[src/rtl/pwm_pkg.sv]
// Shared types for the multi-channel PWM generator: modulation mode and
// counter direction encodings.
package pwm_pkg;

  typedef enum logic {
    PWM_EDGE   = 1'b0,
    PWM_CENTER = 1'b1
  } pwm_mode_e;

  localparam logic DIR_UP   = 1'b0;
  localparam logic DIR_DOWN = 1'b1;

endpackage

[src/rtl/pwm_chan.sv]
// One PWM channel: double-buffered duty register with write decode, and the
// registered compare against the shared period counter.
module pwm_chan
  import pwm_pkg::*;
#(
  parameter int WIDTH  = 8,
  parameter int CH_W   = 1,
  parameter int CH_IDX = 0
) (
  input  logic             clk,
  input  logic             rst,
  input  logic             en,
  input  logic             load_act,
  input  logic [WIDTH-1:0] cnt,
  input  logic             duty_wr,
  input  logic [CH_W-1:0]  duty_ch,
  input  logic [WIDTH-1:0] duty_val,
  output logic             pwm
);

  localparam logic [CH_W-1:0] MY_IDX = CH_W'(CH_IDX);

  logic             wr_hit;
  logic [WIDTH-1:0] duty_pend;
  logic [WIDTH-1:0] duty_act;
  logic [WIDTH-1:0] duty_src;

  // A write landing in a load cycle goes straight to the active copy.
  assign wr_hit   = duty_wr && (duty_ch == MY_IDX);
  assign duty_src = wr_hit ? duty_val : duty_pend;

  always_ff @(posedge clk) begin
    if (rst) begin
      duty_pend <= '0;
      duty_act  <= '0;
      pwm       <= 1'b0;
    end else begin
      if (wr_hit) begin
        duty_pend <= duty_val;
      end
      if (load_act) begin
        duty_act <= duty_src;
      end
      pwm <= en && (cnt < duty_act);
    end
  end

endmodule

[src/rtl/pwm_multi.sv]
// Multi-channel PWM generator: shared edge/center-aligned period counter with
// boundary-latched period and mode, feeding CHANNELS compare channels.
module pwm_multi
  import pwm_pkg::*;
#(
  parameter  int WIDTH    = 8,
  parameter  int CHANNELS = 2,
  localparam int CH_W     = (CHANNELS > 1) ? $clog2(CHANNELS) : 1
) (
  input  logic                clk,
  input  logic                rst,
  input  logic                en,
  input  logic                center,
  input  logic [WIDTH-1:0]    period,
  input  logic                duty_wr,
  input  logic [CH_W-1:0]     duty_ch,
  input  logic [WIDTH-1:0]    duty_val,
  output logic [CHANNELS-1:0] PWM_sig,
  output logic                period_start
);

  localparam logic [WIDTH-1:0] ONE = {{(WIDTH-1){1'b0}}, 1'b1};

  logic [WIDTH-1:0] cnt;
  logic [WIDTH-1:0] cnt_nxt;
  logic [WIDTH-1:0] period_act;
  logic             dir;
  logic             dir_nxt;
  pwm_mode_e        center_act;
  logic             boundary;
  logic             load_act;

  // Next count and boundary detect; cnt never exceeds period_act, so the
  // increment cannot overflow even at P = all ones.
  always_comb begin
    cnt_nxt  = cnt;
    dir_nxt  = dir;
    boundary = 1'b0;
    if (period_act == '0) begin
      boundary = 1'b1;
    end else if (center_act == PWM_EDGE) begin
      if (cnt >= period_act) begin
        boundary = 1'b1;
      end else begin
        cnt_nxt = cnt + ONE;
      end
    end else if (dir == DIR_UP) begin
      if (cnt < period_act) begin
        cnt_nxt = cnt + ONE;
      end else if (period_act == ONE) begin
        boundary = 1'b1;
      end else begin
        cnt_nxt = cnt - ONE;
        dir_nxt = DIR_DOWN;
      end
    end else begin
      if (cnt <= ONE) begin
        boundary = 1'b1;
      end else begin
        cnt_nxt = cnt - ONE;
      end
    end
    if (boundary) begin
      cnt_nxt = '0;
      dir_nxt = DIR_UP;
    end
  end

  // While idle the active copies track their inputs so enable starts clean.
  assign load_act = !en || boundary;

  always_ff @(posedge clk) begin
    if (rst) begin
      cnt          <= '0;
      dir          <= DIR_UP;
      period_act   <= '1;
      center_act   <= PWM_EDGE;
      period_start <= 1'b0;
    end else if (!en) begin
      cnt          <= '0;
      dir          <= DIR_UP;
      period_act   <= period;
      center_act   <= pwm_mode_e'(center);
      period_start <= 1'b0;
    end else begin
      cnt          <= cnt_nxt;
      dir          <= dir_nxt;
      period_start <= boundary;
      if (boundary) begin
        period_act <= period;
        center_act <= pwm_mode_e'(center);
      end
    end
  end

  for (genvar c = 0; c < CHANNELS; c++) begin : g_chan
    pwm_chan #(
      .WIDTH  (WIDTH),
      .CH_W   (CH_W),
      .CH_IDX (c)
    ) u_chan (
      .clk      (clk),
      .rst      (rst),
      .en       (en),
      .load_act (load_act),
      .cnt      (cnt),
      .duty_wr  (duty_wr),
      .duty_ch  (duty_ch),
      .duty_val (duty_val),
      .pwm      (PWM_sig[c])
    );
  end

endmodule

[config.mk]
export PLATFORM = sky130hd
export DESIGN_NAME = pwm_multi
export DESIGN_NICKNAME = d
export VERILOG_FILES = /design/src/rtl/pwm_pkg.sv /design/src/rtl/pwm_chan.sv /design/src/rtl/pwm_multi.sv
export SDC_FILE = /design/constraint.sdc
export NUM_CORES = 1
export LEC_CHECK = 0
export BUFFER_PORTS_ARGS = -buffer_cell sky130_fd_sc_hd__buf_2
export CAP_MARGIN = 15
export CORE_MARGIN = 10
export CORE_UTILIZATION = 49
export CTS_CLUSTER_SIZE = 25
export DETAILED_ROUTE_END_ITERATION = 6
export PLACE_DENSITY = 0.68
export SLEW_MARGIN = 20
export SYNTH_ARGS = -nofsm -noshare
export SYNTH_HDL_FRONTEND = slang
export SYNTH_SLANG_ARGS = --single-unit
[constraint.sdc]
create_clock -name clk -period 2.65 [get_ports clk]
set_input_delay 0.265 -clock clk [delete_from_list [all_inputs] [get_ports clk]]
set_output_delay 0.265 -clock clk [all_outputs]
set_load 0.03 [all_outputs]
==> impl_metrics.json, run 1 <==
{
  "worst_voltage_drop_across_the_vdd_grid_mv": 0.382,
  "first_pass_iters": 4,
  "grt_use_total_pct": 13.8,
  "register_area_mm2": 0.00106,
  "finalSetupTns_ns": 0,
  "seqPwrFrac_pct": 57.3,
  "htreeDepth": 2,
  "net-switching-power_uw": 395,
  "r2r_setup_slack_ns": 0.36,
  "worstMarginPinSlew_ns": 0.596,
  "viasPerCell": 5.37,
  "final.period_utilization_pct": 86.3,
  "hold_depth": 3,
  "finalSetupViolCount": 0,
  "cp.required_ns": 2.91,
  "post-cts-setup-buffers": 0,
  "synthesis_warning_total": 0,
  "maxClockFrequency_mhz": 437,
  "synth_area_mm2": 0.00280,
  "numPortBuffers": 24,
  "synth_cells": 321,
  "layout_stage_area_growth_over_the_synthesis_result_pct": 8.80,
  "hold_buffers": 0,
  "fillers": 544,
  "synth-compound-area-share_pct": 18.8,
  "p_leak_nw": 1.37,
  "start_util_pct": 50.6,
  "worstReg2RegEnd": "g_chan[1].u_chan.duty_act[3]",
  "timing.final.hold_violations": 0,
  "muxShareOfSynthArea_pct": 2.86,
  "timing_max_transition_violations_final": 0,
  "power.clock.fraction_pct": 30.4,
  "cts.reportedPaths.clkPinSlew_ns": 0.10,
  "pwr-share-comb_pct": 12.3,
  "grt_start_max_net_pins": 35,
  "die-height_um": 95.6,
  "fin_cells": 416,
  "outcome": "completed",
  "r2r_cells": 8,
  "post_cts_resized": 0,
  "layout-drive-gt1-share_pct": 16.0,
  "timing.final.crit_period_ns": 2.29,
  "post_synthesis_simple_gate_area_fraction_pct": 20.1,
  "worstSetupStartpointType": "register",
  "worst_hold_path_type": "input pin to register",
  "clock_latency_ns": 0.31,
  "synth.distinct_cells": 47,
  "die_area_mm2": 0.00914,
  "globalRoute.totalOverflow": 0,
  "cts_buffers": 5,
  "class_of_the_most_critical_setup_path": "register to register",
  "top_level_pins": 25,
  "worst_hold_path.endpoint": "period_act[6]",
  "area_occupied_by_multi_input_gates_mm2": 0.00151,
  "ant_nets": 0,
  "grt_setup_unrepaired": "false",
  "max_slew_margin_pct": 60.2,
  "worstPathMaxFanout": 16,
  "synth-xor-area-share_pct": 0.938,
  "hold_path.startpoint": "period[6]",
  "design.final.nets": 390,
  "power.switching_fraction_pct": 26.3,
  "cell_internal_pwr_mw": 1.11,
  "worstPathArrival_ns": 2.54,
  "synth_top_family_by_area": "simple AND/OR/NAND/NOR gates",
  "max_cap_viol_count": 0,
  "synth-edff-count": 0,
  "timing.clock.skew_ns": 0.00570,
  "synthArstFlopShare_pct": 0,
  "rows": 27,
  "grt_first_pass_wirelength_um": 10100,
  "crit_end_category": "register",
  "postSynth.topFlopCell": "sky130_fd_sc_hd__dfxtp_1",
  "antennaDiodeCount": 0,
  "p_per_area_mw_per_mm2": 493,
  "routed_wl_um": 6000,
  "startpoint_of_the_most_critical_register_to_register_path": "cnt[1]",
  "routed_wire_length_per_instance_um": 14.4,
  "vias": 2232,
  "syn_avg_cell_area_um2": 8.73,
  "number_of_global_route_vias_before_repair": 2066,
  "synth_fa_ha_area_share_pct": 11.2,
  "fp.coreArea_mm2": 0.00554,
  "ys_seq_elements": 53,
  "post-dp-hpwl_um": 4630,
  "die_w_um": 95.6,
  "max-clock-path-buffers": 2,
  "first_iter_violations": 115,
  "number_of_nets_in_the_synthesized_netlist": 368,
  "cts.sinks": 53,
  "detail_route.drc_violations": 0,
  "gp_routability_congestion": 1.02,
  "place_inst": 408,
  "grt_antenna_before_repair": 0,
  "synth-seq-area-share_pct": 37.9,
  "cts_tree": "built",
  "cts_root_buffer_type": "sky130_fd_sc_hd__clkbuf_8"
}
[per-layer routing]
layer	up-vias	part of all wire, %	wire (um)	track usage, %
met5	-	0	0	0
met4	0	0.98	59	3.69
met3	6	5.3	317	3.53
met2	52	45	2700	21.0
met1	1006	49	2920	18.7
li1	1168	-	-	-
[area by class of cell]
class	instances	share of cell area, %
clock buffer	6	2.38
clock inverter	2	0.493
inverter	28	3.45
multi-input combinational	221	49.5
sequential	53	34.8
tap	72	2.96
timing repair buffer	34	6.40
[placed cells by master, fill, tap and decap left out, types with 2 or more instances in the layout]
cell / Yosys / layout
sky130_fd_sc_hd__buf_2: 2 / 24
sky130_fd_sc_hd__or3_1: 4 / 4
sky130_fd_sc_hd__nand3_1: 15 / 15
sky130_fd_sc_hd__inv_1: 27 / 27
sky130_fd_sc_hd__o21ai_0: 11 / 11
sky130_fd_sc_hd__a21o_1: 4 / 4
sky130_fd_sc_hd__clkinvlp_4: 0 / 2
sky130_fd_sc_hd__o31a_1: 2 / 2
sky130_fd_sc_hd__nand2b_1: 4 / 4
sky130_fd_sc_hd__ha_1: 25 / 25
sky130_fd_sc_hd__nor4_1: 7 / 7
sky130_fd_sc_hd__a31oi_1: 6 / 6
sky130_fd_sc_hd__o22a_2: 3 / 3
sky130_fd_sc_hd__o311ai_0: 2 / 2
sky130_fd_sc_hd__nand4_1: 4 / 4
sky130_fd_sc_hd__and2_1: 3 / 3
sky130_fd_sc_hd__nand2_1: 32 / 32
sky130_fd_sc_hd__nor2_1: 26 / 26
sky130_fd_sc_hd__dfxtp_1: 53 / 53
sky130_fd_sc_hd__o22a_1: 13 / 13
sky130_fd_sc_hd__buf_4: 3 / 10
sky130_fd_sc_hd__xnor2_1: 3 / 3
sky130_fd_sc_hd__o211ai_1: 2 / 2
sky130_fd_sc_hd__clkbuf_8: 0 / 5
sky130_fd_sc_hd__mux2i_1: 8 / 8
sky130_fd_sc_hd__or4_1: 2 / 2
sky130_fd_sc_hd__nand3b_1: 2 / 2
sky130_fd_sc_hd__a21oi_1: 18 / 18
sky130_fd_sc_hd__or2_2: 2 / 2
sky130_fd_sc_hd__a211oi_1: 5 / 5
sky130_fd_sc_hd__nor2b_1: 4 / 4
[how the worst max path moves through the flow]
stage	startpoint	to	slack, ns	cells after the start
6_report	cnt[1]	g_chan[1].u_chan.duty_act[3]	0.36	8
5_1_grt	cnt[1]	g_chan[1].u_chan.duty_act[2]	0.19	8
4_1_cts	cnt[1]	g_chan[1].u_chan.duty_act[5]	0.37	8
3_5_place_dp	cnt[1]	g_chan[1].u_chan.duty_act[5]	0.41	8
3_3_place_gp	cnt[1]	g_chan[1].u_chan.duty_act[5]	0.42	8
2_1_floorplan	cnt[0]	g_chan[1].u_chan.duty_act[5]	0.47	9
[flip-flops by register name, summed over array words and instances, names as in the netlist]
name and count:
g_chan.u_chan.pwm 2, g_chan.u_chan.duty_pend 16, cnt 8, g_chan.u_chan.duty_act 16
center_act 1, period_start 1, period_act 8, dir 1
[per-stage QoR]
stage | area, um2 | utilization, % | worst slack, ns | power (mW) | hold WS (ns)
4_1_cts | 3050 | 55.0 | 0.371 | 1.52 | 0.205
2_1_floorplan | 2800 | - | 0.470 | 1.02 | 0.414
5_1_grt | 3050 | 55.0 | 0.191 | 1.58 | 0.211
3_3_place_gp | 2960 | 53.4 | 0.420 | 1.06 | 0.457
6_report | 3050 | 55.0 | 0.364 | 1.50 | 0.207
3_5_place_dp | 2960 | 53.4 | 0.407 | 1.07 | 0.456
[worst max-delay path, stage by stage (launching register included)]
cell	delay (ns)
sky130_fd_sc_hd__dfxtp_1	0.40
sky130_fd_sc_hd__inv_1	0.10
sky130_fd_sc_hd__ha_1	0.26
sky130_fd_sc_hd__o211a_1	0.24
sky130_fd_sc_hd__nand4_1	0.10
sky130_fd_sc_hd__a31oi_1	0.11
sky130_fd_sc_hd__o32ai_2	0.38
sky130_fd_sc_hd__nor2b_4	0.46
sky130_fd_sc_hd__o22a_2	0.19
[cell families (layout without fill, tap and decap cells)]
kind of cell / Yosys count / after routing
compound gates: 74 / 74
xor+xnor: 3 / 3
fa+ha+maj: 25 / 25
buf+inv: 47 / 70
flops: 53 / 53
mux: 8 / 8
simple gates: 111 / 111
[power by group through the flow]
stage	Combinational (mW)	Sequential (mW)	Clock, mW
detailed placement	0.187	0.880	0
CTS	0.188	0.861	0.470
global placement	0.182	0.879	0
global route	0.211	0.866	0.502
finish	0.185	0.860	0.457
floorplan	0.145	0.876	0
[cells in the mapped netlist, types with 4 or more instances]
master	n	area, um2
sky130_fd_sc_hd__nand3_1	15	75.1
sky130_fd_sc_hd__dfxtp_1	53	1060
sky130_fd_sc_hd__o21ai_0	11	55.1
sky130_fd_sc_hd__inv_1	27	101
sky130_fd_sc_hd__a211oi_1	5	37.5
sky130_fd_sc_hd__a31oi_1	6	37.5
sky130_fd_sc_hd__o22a_1	13	114
sky130_fd_sc_hd__a21o_1	4	30.0
sky130_fd_sc_hd__a21oi_1	18	90.1
sky130_fd_sc_hd__nor2b_1	4	25.0
sky130_fd_sc_hd__nand4_1	4	25.0
sky130_fd_sc_hd__ha_1	25	313
sky130_fd_sc_hd__nor2_1	26	97.6
sky130_fd_sc_hd__nor4_1	7	43.8
sky130_fd_sc_hd__clkbuf_1	9	33.8
sky130_fd_sc_hd__nand2_1	32	120
sky130_fd_sc_hd__mux2i_1	8	80.1
sky130_fd_sc_hd__nand2b_1	4	25.0
sky130_fd_sc_hd__buf_6	4	45.0
sky130_fd_sc_hd__or3_1	4	25.0
(Power assumes the default switching activity.)
==> run 2: changes to the inputs <==
Settings changed: SYNTH_HIERARCHICAL set to 1.
==> impl_metrics.json, run 2 <==
{
  "outcome": "completed",
  "synth-seq-area-share_pct": 39.9,
  "worstReg2RegEnd": "period_act[6]",
  "worst_setup_path_startpoint": "period_act[1]",
  "timing.final.crit_period_ns": 2.44,
  "synth-edff-count": 0,
  "worst_setup_path_endpoint": "period_act[6]",
  "first_iter_violations": 73,
  "gp_routability_congestion": 0.833,
  "rows": 26,
  "cts_root_buffer_type": "sky130_fd_sc_hd__clkbuf_8",
  "critPathSlowestCell": "sky130_fd_sc_hd__a221o_2",
  "top_level_pins": 25,
  "final_common_cell": "sky130_fd_sc_hd__dfxtp_1",
  "timing.clock.skew_ns": 0.00770,
  "grt_first_pass_wirelength_um": 9430,
  "die-height_um": 93.7,
  "crit_path_max_incr_delay_ns": 0.44,
  "dp_worst_setup_slack_ns": 0.210,
  "start_util_pct": 51.4,
  "cp.required_ns": 2.85,
  "worstPathArrival_ns": 2.64,
  "number_of_nets_in_the_synthesized_netlist": 323,
  "layout.cells.most_common_list": "53 x sky130_fd_sc_hd__dfxtp_1, 47 x sky130_fd_sc_hd__nor2_1, 25 x sky130_fd_sc_hd__ha_1",
  "yosys.area.top_type": "sky130_fd_sc_hd__dfxtp_1",
  "kind_of_cell_adding_the_most_delay_to_the_critical_path": "compound AO/OA/AOI/OAI gates",
  "first_pass_iters": 5,
  "class_of_the_most_critical_setup_path": "register to register",
  "finalSetupViolCount": 0,
  "grt_start_max_net_pins": 45,
  "synthArstFlopShare_pct": 0,
  "synth_area_mm2": 0.00266,
  "fp.coreArea_mm2": 0.00517,
  "layout-drive-gt1-share_pct": 19.7,
  "cts.reportedPaths.clkPinSlew_ns": 0.10,
  "synth_cells": 276,
  "max_cap_viol_count": 0,
  "worstPathMaxFanout": 40,
  "dpl_cell_area_mm2": 0.00287,
  "cts_buffers": 5,
  "power.total_mw": 1.62,
  "startpoint_of_the_most_critical_register_to_register_path": "period_act[1]",
  "clock_latency_ns": 0.30,
  "routed_wl_um": 5250,
  "buffers_inverters_on_critical_path": 1,
  "path_depth": 9,
  "cts.sinks": 53,
  "worstSetupStartpointType": "register",
  "worstMarginPinSlew_ns": 0.809,
  "postSynth.topFlopCell": "sky130_fd_sc_hd__dfxtp_1",
  "viasPerCell": 5.30,
  "layout_stage_area_growth_over_the_synthesis_result_pct": 12.5,
  "number_of_global_route_vias_before_repair": 2069,
  "final.period_utilization_pct": 92.1,
  "final.setup.worst_slack_ns": 0.209,
  "antennaDiodeCount": 0,
  "r2r_cells": 9,
  "p_leak_nw": 1.39,
  "post-synth-top-area-fraction_pct": 39.9,
  "finish.instance_area_mm2": 0.00299,
  "htreeDepth": 2,
  "ys_top_cells_by_area": "sky130_fd_sc_hd__dfxtp_1 40%, sky130_fd_sc_hd__ha_1 12%, sky130_fd_sc_hd__mux2i_1 8.3%",
  "routed_wire_length_per_instance_um": 14.0,
  "design.final.nets": 351,
  "die_area_mm2": 0.00877,
  "synth.distinct_cells": 42,
  "crit_end_category": "register",
  "ys_seq_elements": 53,
  "timing.final.hold_violations": 0,
  "detail_route.drc_violations": 0,
  "grt_setup_unrepaired": "false",
  "ant_nets": 0,
  "worst_voltage_drop_across_the_vdd_grid_mv": 0.344,
  "max_slew_margin_pct": 46.1,
  "worstPathCellList": "inv_1, ha_1, nor2b_1, o211ai_2, a21oi_2, o32ai_2, mux2_4, nand2_8, a221o_2",
  "grt_antenna_before_repair": 0,
  "max-clock-path-buffers": 2,
  "synthesis_warning_total": 6,
  "post-dp-hpwl_um": 4050,
  "worst_hold_path_type": "input pin to register",
  "vias": 1989,
  "cts_tree": "built",
  "top_registers": "g_chan.u_chan/duty_act (16), g_chan.u_chan/duty_pend (16)",
  "r2r_setup_slack_ns": 0.21,
  "p_per_area_mw_per_mm2": 540,
  "maxClockFrequency_mhz": 410,
  "synthTopCellsByCount": "53 x sky130_fd_sc_hd__dfxtp_1, 47 x sky130_fd_sc_hd__nor2_1, 25 x sky130_fd_sc_hd__ha_1",
  "globalRoute.totalOverflow": 0,
  "finalSetupTns_ns": 0,
  "numPortBuffers": 24,
  "syn_avg_cell_area_um2": 9.63,
  "synth_most_common_cell": "sky130_fd_sc_hd__dfxtp_1",
  "timing_max_transition_violations_final": 0,
  "grt_use_total_pct": 12.9,
  "die_w_um": 93.7
}
## run 2: timing repair
item	CTS	global route
gates resized for setup	0	1
hold buffers	0	0
hold endpoints to repair	0	0
setup endpoints to repair	0	24
setup buffers	0	0
## run 2: per-layer routing
metal  GRT usage, %  up-vias  routed length, um
met1           14.9      904               2380
met3           3.68       11                257
met4           4.94        0                133
li1               -     1032                  -
met2           22.2       42               2490
met5              0        -                  0
## run 2: power breakdown
group          internal, mW  leakage [nW]  switching [mW]
Combinational        0.0842         0.892           0.109
Clock                 0.288        0.0591           0.273
Sequential            0.839         0.436          0.0216
Total                  1.21          1.39           0.404
## run 2: final cells by class
| cell class | count | area, um2 |
|---|---|---|
| Fill cell | 479 | 2180 |
| Multi-Input combinational cell | 189 | 1460 |
| Sequential cell | 53 | 1060 |
| Timing Repair Buffer | 31 | 173 |
| Inverter | 24 | 90.1 |
| Tap cell | 70 | 87.6 |
| Clock buffer | 5 | 68.8 |
| Clock inverter | 3 | 47.5 |
## run 2: worst min-delay path by stage
stage | start | endpoint | cells after the start
after global routing | period[4] | period_act[4] | 2
after floorplan | period[0] | period_act[0] | 1
after CTS | period[3] | period_act[3] | 2
after detailed placement | g_chan[1].u_chan/duty_act[7] | g_chan[1].u_chan/duty_act[7] | 2
final | period[5] | period_act[5] | 2
after global placement | g_chan[1].u_chan/duty_act[0] | g_chan[1].u_chan/duty_act[0] | 2
## run 2: cell families (layout without fill, tap and decap cells)
group           after synthesis  after routing  synth area share [%]
fa+ha+maj                    25             25                  11.8
mux                          23             23                  8.85
simple gates                 85             85                  16.0
compound gates               49             49                  16.1
xor+xnor                      7              7                  2.31
buf+inv                      34             63                  5.08
flops                        53             53                  39.9
## run 2: worst register-to-register path, stage by stage, from the launching register on
cell	delay (ns)
sky130_fd_sc_hd__dfxtp_1	0.35
sky130_fd_sc_hd__inv_1	0.07
sky130_fd_sc_hd__ha_1	0.28
sky130_fd_sc_hd__nor2b_1	0.14
sky130_fd_sc_hd__o211ai_2	0.17
sky130_fd_sc_hd__a21oi_2	0.12
sky130_fd_sc_hd__o32ai_2	0.34
sky130_fd_sc_hd__mux2_4	0.27
sky130_fd_sc_hd__nand2_8	0.15
sky130_fd_sc_hd__a221o_2	0.45
## run 2: through the flow
stage          utilization [%]  instances  hold slack [ns]
2_1_floorplan                -        276            0.409
6_report                  57.8        375            0.181
4_1_cts                   57.8        375            0.174
3_5_place_dp              55.6        367            0.477
3_3_place_gp              55.6        367            0.476
5_1_grt                   57.8        375            0.171
